===== src/rtl/mem_pkg.sv =====
// ============================================================================
// Module      : mem_pkg
// Description : Size encodings, FSM states and address-width default shared
//               by the load/store unit and its lane-alignment helper.
// Revision    : 1.0 - initial release
// ============================================================================
`default_nettype none

package mem_pkg;

  localparam int MEM_ADDR_W_DEF = 16;

  localparam logic [1:0] SZ_BYTE = 2'd0;
  localparam logic [1:0] SZ_HALF = 2'd1;
  localparam logic [1:0] SZ_WORD = 2'd2;

  typedef enum logic [2:0] {
    IDLE  = 3'd0,
    LOAD  = 3'd1,
    MERGE = 3'd2,
    WRITE = 3'd3,
    RESP  = 3'd4
  } lsu_state_e;

  // The reserved size code is always reported as misaligned.
  function automatic logic is_misaligned(input logic [1:0] size, input logic [1:0] off);
    logic mis;
    mis = 1'b0;
    case (size)
      SZ_BYTE: mis = 1'b0;
      SZ_HALF: mis = off[0];
      SZ_WORD: mis = (off != 2'b00);
      default: mis = 1'b1;
    endcase
    return mis;
  endfunction

endpackage

`default_nettype wire


===== src/rtl/lsu_lane_align.sv =====
// ============================================================================
// Module      : lsu_lane_align
// Description : Combinational lane handling: load extract/extend and
//               sub-word store merge into an existing memory word.
// Revision    : 1.0 - initial release
// ============================================================================
`default_nettype none

module lsu_lane_align
  import mem_pkg::*;
(
  input  logic [31:0] rdata_i,
  input  logic [31:0] wdata_i,
  input  logic [1:0]  offset_i,
  input  logic [1:0]  size_i,
  input  logic        unsigned_i,
  output logic [31:0] load_data_o,
  output logic [31:0] merge_data_o
);

  logic [4:0]  w_shamt;
  logic [31:0] w_shifted;
  logic [31:0] w_mask;
  logic [31:0] w_ins;

  assign w_shamt   = {offset_i, 3'b000};
  assign w_shifted = rdata_i >> w_shamt;

  always_comb begin
    load_data_o = rdata_i;
    case (size_i)
      SZ_BYTE: load_data_o = {{24{~unsigned_i & w_shifted[7]}}, w_shifted[7:0]};
      SZ_HALF: load_data_o = {{16{~unsigned_i & w_shifted[15]}}, w_shifted[15:0]};
      default: load_data_o = rdata_i;
    endcase
  end

  // Halfword lanes are placed by offset[1] only; offset[0] is a misalignment.
  always_comb begin
    w_mask       = 32'h0000_0000;
    w_ins        = 32'h0000_0000;
    merge_data_o = wdata_i;
    case (size_i)
      SZ_BYTE: begin
        w_mask       = 32'h0000_00FF << w_shamt;
        w_ins        = {24'h0, wdata_i[7:0]} << w_shamt;
        merge_data_o = (rdata_i & ~w_mask) | w_ins;
      end
      SZ_HALF: begin
        w_mask       = 32'h0000_FFFF << {offset_i[1], 4'b0000};
        w_ins        = {16'h0, wdata_i[15:0]} << {offset_i[1], 4'b0000};
        merge_data_o = (rdata_i & ~w_mask) | w_ins;
      end
      default: merge_data_o = wdata_i;
    endcase
  end

endmodule

`default_nettype wire


===== src/rtl/load_store_unit.sv =====
// ============================================================================
// Module      : load_store_unit
// Description : MEM-stage access controller for a word-wide DataMemory;
//               sub-word stores are done as read-modify-write.
// Revision    : 1.0 - initial release
// ============================================================================
`default_nettype none

module load_store_unit
  import mem_pkg::*;
#(
  parameter int MEM_ADDR_W = MEM_ADDR_W_DEF
) (
  input  logic                  clk,
  input  logic                  reset,
  input  logic                  req_valid,
  output logic                  req_ready,
  input  logic                  req_write,
  input  logic [1:0]            req_size,
  input  logic                  req_unsigned,
  input  logic [31:0]           req_addr,
  input  logic [31:0]           req_wdata,
  output logic                  resp_valid,
  output logic [31:0]           resp_rdata,
  output logic                  resp_err,
  output logic [MEM_ADDR_W-1:0] mem_addr,
  output logic                  mem_write_en,
  output logic [31:0]           mem_write_data,
  input  logic [31:0]           mem_read_data
);

  lsu_state_e            state_q, state_d;
  logic [MEM_ADDR_W-1:0] idx_q;
  logic [1:0]            off_q;
  logic [1:0]            size_q;
  logic                  uns_q;
  logic                  err_q;
  logic [31:0]           wdata_q;
  logic [31:0]           rdata_q;

  logic                  w_accept;
  logic                  w_mis;
  logic [31:0]           w_load_data;
  logic [31:0]           w_merge_data;
  logic                  unused_addr_hi;

  assign unused_addr_hi = ^req_addr[31:MEM_ADDR_W+2];

  assign w_accept = req_valid & req_ready;
  assign w_mis    = is_misaligned(req_size, req_addr[1:0]);

  lsu_lane_align u_align (
    .rdata_i      (mem_read_data),
    .wdata_i      (wdata_q),
    .offset_i     (off_q),
    .size_i       (size_q),
    .unsigned_i   (uns_q),
    .load_data_o  (w_load_data),
    .merge_data_o (w_merge_data)
  );

  always_comb begin
    state_d = state_q;
    case (state_q)
      IDLE: begin
        if (req_valid) begin
          if (w_mis)                  state_d = RESP;
          else if (!req_write)        state_d = LOAD;
          else if (req_size == SZ_WORD) state_d = WRITE;
          else                        state_d = MERGE;
        end
      end
      LOAD:    state_d = RESP;
      MERGE:   state_d = WRITE;
      WRITE:   state_d = RESP;
      RESP:    state_d = IDLE;
      default: state_d = IDLE;
    endcase
  end

  always_ff @(posedge clk) begin
    if (reset) begin
      state_q <= IDLE;
      idx_q   <= '0;
      off_q   <= 2'b00;
      size_q  <= SZ_BYTE;
      uns_q   <= 1'b0;
      err_q   <= 1'b0;
      wdata_q <= 32'h0;
      rdata_q <= 32'h0;
    end else begin
      state_q <= state_d;
      if (w_accept) begin
        idx_q   <= req_addr[MEM_ADDR_W+1:2];
        off_q   <= req_addr[1:0];
        size_q  <= req_size;
        uns_q   <= req_unsigned;
        err_q   <= w_mis;
        wdata_q <= req_wdata;
        if (req_write) rdata_q <= 32'h0;
      end
      if (state_q == LOAD)  rdata_q <= w_load_data;
      // The merged word replaces the store data so WRITE has one source.
      if (state_q == MERGE) wdata_q <= w_merge_data;
    end
  end

  assign req_ready      = (state_q == IDLE);
  assign resp_valid     = (state_q == RESP);
  assign resp_err       = (state_q == RESP) & err_q;
  assign resp_rdata     = rdata_q;
  assign mem_addr       = idx_q;
  assign mem_write_en   = (state_q == WRITE) & ~reset;
  assign mem_write_data = (state_q == WRITE) ? wdata_q : 32'h0;

endmodule

`default_nettype wire


===== config.mk =====
export PLATFORM = sky130hd
export DESIGN_NAME = load_store_unit
export DESIGN_NICKNAME = d
export VERILOG_FILES = /design/src/rtl/mem_pkg.sv /design/src/rtl/lsu_lane_align.sv /design/src/rtl/load_store_unit.sv
export SDC_FILE = /design/constraint.sdc
export NUM_CORES = 1
export LEC_CHECK = 0
export ABC_AREA = 1
export CAP_MARGIN = 10
export CORE_MARGIN = 2
export CORE_UTILIZATION = 49
export DETAILED_ROUTE_END_ITERATION = 8
export PLACE_DENSITY = 0.88
export SLEW_MARGIN = 20
export SYNTH_ARGS = -nofsm -noshare
export SYNTH_HDL_FRONTEND = slang
export SYNTH_SLANG_ARGS = --single-unit

===== constraint.sdc =====
create_clock -name clk -period 3.1 [get_ports clk]
set_input_delay 0.93 -clock clk [delete_from_list [all_inputs] [get_ports clk]]
set_output_delay 0.93 -clock clk [all_outputs]
set_load 0.02 [all_outputs]

# After elaboration in Yosys (flattened, before gate mapping)
# Cells that the tools add are included.
# W data, S select, Z words.
[word_totals]
regBits = 89
input_bits = 103
output_inout_bits = 84
elab_cells = 59
[op_classes]
n_eq_ne = 9
shift = 5
n_mux = 14
bitwise = 13
reduce_logical = 10
[op_table]
columns = ["operator", "count"]
rows = [
  ["$mux W32", 6],
  ["$pmux W32 S2", 2],
  ["$and A32 B32 Y32", 2],
  ["$not A32 Y32", 2],
  ["$or A32 B32 Y32", 2],
  ["$shl A16 B5 Y32", 1],
  ["$shl A16 B5 Y32 const A", 1],
  ["$shl A8 B5 Y32", 1],
  ["$shl A8 B5 Y32 const A", 1],
  ["$shr A32 B5 Y16", 1],
  ["$pmux W3 S3", 1],
  ["$reduce_bool A2 Y1", 4],
  ["$eq A3 B2 Y1 const B", 2],
  ["$mux W3", 2],
  ["$and A1 B1 Y1", 5],
  ["$eq A2 B1 Y1 const B", 2],
  ["$logic_not A2 Y1", 2],
  ["$reduce_and A2 Y1", 2],
  ["$eq A3 B1 Y1 const B", 1],
  ["$eq A3 B3 Y1 const B", 1],
  ["$logic_not A3 Y1", 1],
  ["$ne A3 B1 Y1 const B", 1],
  ["$pmux W1 S3", 1],
  ["$eq A2 B2 Y1 const B", 1],
  ["other kinds (5)", 6],
]

# Depth between registers and ports, before layout
[depth]
word_depth = 6
depth_mapped = 11
mapped_depth_nobuf = 9

# Hierarchy
# From an unflattened synthesis, not the netlist that was laid out.
[hier_totals]
hier_cells = 1002
hier_area_um2 = 5780.5
[modules_own_cells]
columns = ["module", "instances", "cells_each", "area_each_um2", "seq_area_each_um2"]
rows = [
  ["load_store_unit", 1, 585, 3898.7, 1781.7],
  ["lsu_lane_align", 1, 417, 1881.8, 0.0],
]

# Least setup slack after synthesis
# OpenSTA, ideal clock, no wires.
[synth_path]
path_kind = "input port to output port"
from = "input reset"
to = "output mem_write_en"
t_arrival_ns = 1.595
required_ns = 2.170
path_slack_ns = 0.575
path_stages = 3
n_path_buf = 2
cell_sequence = "clkbuf_1 -> clkbuf_1 -> nor2_1"
[synth_via]
elab_chain_cells = 2
[synth_lines]
columns = ["element", "line_no", "source"]
rows = [
  ["start: declaration", "load_store_unit.sv:15", "input logic reset,"],
  ["$not A1 Y1", "load_store_unit.sv:113", "assign mem_write_en = (state_q == WRITE) & ~reset;"],
  ["$and A1 B1 Y1", "load_store_unit.sv:113", ""],
  ["end: declaration", "load_store_unit.sv:27", "output logic mem_write_en,"],
]
# No other way between the ends.

# Final worst setup path
[layout_path]
from = "register state_q[2]"
to = "output mem_write_data[20]"
[layout_via]
elab_chain_cells = 2
[layout_lines]
columns = ["element", "line_no", "source"]
rows = [
  ["start: declaration", "load_store_unit.sv:32", "lsu_state_e state_q, state_d;"],
  ["start signal: assignment", "load_store_unit.sv:92", "state_q <= state_d;"],
  ["$eq A3 B2 Y1", "load_store_unit.sv:114", "assign mem_write_data = (state_q == WRITE) ? wdata_q : 32'h0;"],
  ["$mux W32", "load_store_unit.sv:114", ""],
  ["end: declaration", "load_store_unit.sv:28", "output logic [31:0] mem_write_data,"],
]
# No other way between the ends.

==> results.sh <==
export IMPL_post_cts_setup_buffer_count=0
export IMPL_postSynth_asyncResetShare_pct=0
export IMPL_netlist_top_cells_area="dfxtp_1, nand2_1, a21oi_1, o21ai_0, nor2_1"
export IMPL_synthMostInstantiatedCell="nand2_1"
export IMPL_timing_final_setup_violations=0
export IMPL_peakVddDrop_v=0.000348
export IMPL_final_max_slew_viol_count=0
export IMPL_cts_inserted_buffers=9
export IMPL_vias_in_the_first_global_route=5581
export IMPL_drt_first_iter_violations=570
export IMPL_post_synth_edffs=0
export IMPL_root_buffer="clkbuf_8"
export IMPL_synthesis_warnings=0
export IMPL_grt_setup_unrepaired="false"
export IMPL_power_leakage_uw=0.00355
export IMPL_drt_pass1_iter_count=8
export IMPL_groute_usage_overall_pct=29.6
export IMPL_drt_wirelength_per_cell_um=15.1
export IMPL_critical_path_buf_inv_count=4
export IMPL_ant_nets=0
export IMPL_net_count_after_synthesis=954
export IMPL_hold_buffers=0
export IMPL_vias=6092
export IMPL_final_layout_size_suffix_gt1_share_pct=5.62
export IMPL_yosysSeqAreaShare_pct=34.2
export IMPL_syn_area_cell_um2=6.13
export IMPL_post_synth_top_area_cell="dfxtp_1"
export IMPL_critPathSlowestCell="dfxtp_1"
export IMPL_clkLatencyLatePin_ns=0.38
export IMPL_drc=0
export IMPL_achievable_frequency_mhz=352
export IMPL_mappedNetlistArea_mm2=0.00521
export IMPL_critical_path_cell_list="inv_1 > nand2_1 > inv_1 > nand2_1 > buf_4 > nor2_1 > dlygate4sd2_1"
export IMPL_grt_antenna_before_repair=0
export IMPL_timing_slew_headroom_pct=63.3
export IMPL_cts_max_path_buffers=2
export IMPL_grt_pass1_wl_mm=27.1
export IMPL_tightest_slew_ns=0.549
export IMPL_run_status="finished, final reports clean"
export IMPL_clock_sinks=89
export IMPL_required_ns=2.17
export IMPL_path_depth=7
export IMPL_synth_top_cells_by_count="nand2_1, dfxtp_1, nor2_1, inv_1, a21oi_1"
export IMPL_io_buffers=172
export IMPL_htree_levels=3
export IMPL_fill_cells=884
export IMPL_grt_start_max_net_pins=53
export IMPL_cts_tree="built"
export IMPL_grtUsageMet3_pct=7.23
export IMPL_detailed_place_hpwl_mm=12.4
export IMPL_timing_clock_skew_ns=0.0100
export IMPL_fin_crit_sh_pct=91.6
export IMPL_drv_max_cap_violation_count=0
export IMPL_setup_worst_path_end_class="output pin"
export IMPL_met2_usage_pct=48.5
export IMPL_timing_setup_critical_path_class="reg2out"
export IMPL_worst_r2r_cell_count=9
export IMPL_finalNetCount=1095
export IMPL_wl_mm=17.1
export IMPL_grt_use_met1_pct=37.7
export IMPL_cellPowerDensity_mw_per_mm2=451
export IMPL_final_hold_viol_count=0
export IMPL_synth_cell_type_count=28
export IMPL_core_area_mm2=0.0103
export IMPL_period_minus_slack_ns=2.84
export IMPL_final_cell_count_no_fill=1133
export IMPL_number_of_antenna_cells_inserted=0
export IMPL_placementRows=37
export IMPL_hold_path_class="reg2reg"
export IMPL_cp_slowest_stage_delay_ns=0.38
export IMPL_post_synth_inst_count=851
export IMPL_globalRoute_busiestLayer="met2"
export IMPL_start_kind="flip-flop"
export IMPL_clkSlewWorstSetupHoldPaths_ns=0.09
export IMPL_totalNegativeSetupSlack_ns=0
export IMPL_synth_ff_latch_count=89
export IMPL_timing_critical_path_fanout_max=32
export IMPL_syn2layout_area_growth_pct=37.6
export IMPL_pin_count=187
export IMPL_initial_utilization_pct=50.5
export IMPL_globalplace_congestion=0.948
export IMPL_die_x_um=107
export IMPL_worst_hold_slack_ns=0.470
export IMPL_die_y_extent_um=107
export IMPL_grt_ovfl_total=0
export IMPL_floorplan_die_area_mm2=0.0115
export IMPL_synth_largest_type_area_fraction_pct=34.2
export IMPL_critPathTopFamily="buffers and inverters"
export IMPL_cp_data_arrival_time_ns=1.91
export IMPL_placed_cells_incl_taps=1117
export IMPL_synth_main_ff_cell="dfxtp_1"
export IMPL_whs_path_depth=2
export IMPL_vias_per_cell=5.38
[power breakdown]
part,internal (uW),switching [uW],total (uW)
combinational,390,629,1020
sequential,1250,90.8,1340
clock,390,480,870
total,2030,1200,3230
[repair_timing]
action	in CTS	in global routing
gates resized for setup	1	31
setup endpoints to repair	1	31
gates cloned	0	0
[worst paths after layout]
check                                              endpoint  slack (ns)                   startpoint
worst min-delay path            resp_rdata[19]$_SDFFE_PP0P_        0.47  resp_rdata[19]$_SDFFE_PP0P_
worst min register to register  resp_rdata[19]$_SDFFE_PP0P_        0.47  resp_rdata[19]$_SDFFE_PP0P_
worst max register to register                    flip-flop        0.75       size_q[1]$_SDFFE_PP0P_
worst max-delay path                     mem_write_data[20]        0.26      state_q[2]$_SDFFE_PP0P_
[kinds of logic (layout without fill, tap and decap cells)]
kind of cell / after synthesis / in the layout / synth area share (%)
AOI/OAI and AO/OA: 192 / 192 / 20.0
DFF: 89 / 89 / 34.2
buffers and inverters: 136 / 282 / 11.6
and+or+nand+nor: 434 / 434 / 34.3
[metal layers]
metal  vias to the layer above  share of wire, %
met5                         -                 0
met4                         0               3.2
met3                        49                11
met2                       352                46
met1                      2688                40
li1                       3003                 -
[through the flow]
stage               util (%)  setup WS (ns)  cell area (um2)  power (uW)
finish                  69.5          0.259             7170        3230
global route            69.5          0.132             7170        3410
global placement        66.7          0.431             6890        2340
floorplan                  -          0.575             5210        2020
detailed placement      66.7          0.410             6890        2360
CTS                     68.7        0.00319             7090        3220
[cell type report]
cell class | count | area, um2 | share of cell area, %
Sequential cell | 89 | 1780 | 24.8
Clock buffer | 9 | 124 | 1.73
Tap cell | 136 | 170 | 2.37
Timing Repair Buffer | 180 | 1850 | 25.8
Clock inverter | 7 | 85.1 | 1.19
Multi-Input combinational cell | 626 | 2830 | 39.4
Inverter | 86 | 330 | 4.61
[worst min-delay path, stage by stage (launching register included)]
cell,delay (ns)
dfxtp_1,0.32
nand2_1,0.06
a21oi_1,0.05
[cells in the final DEF, fill, tap and decap left out, drive strengths merged, types with 2 or more instances in the layout]
master | netlist | layout
nand3 | 39 | 39
nand2 | 298 | 298
o22ai | 15 | 15
clkbuf | 23 | 9
a31oi | 11 | 11
inv | 86 | 90
dfxtp | 89 | 89
dlymetal6s2s | 0 | 31
a21oi | 77 | 77
buf | 27 | 9
clkdlybuf4s50 | 0 | 139
nor2 | 90 | 90
o211ai | 10 | 10
o21ai | 79 | 79
clkinvlp | 0 | 2
nor3 | 5 | 5
Power figures use the tool's default switching activity.
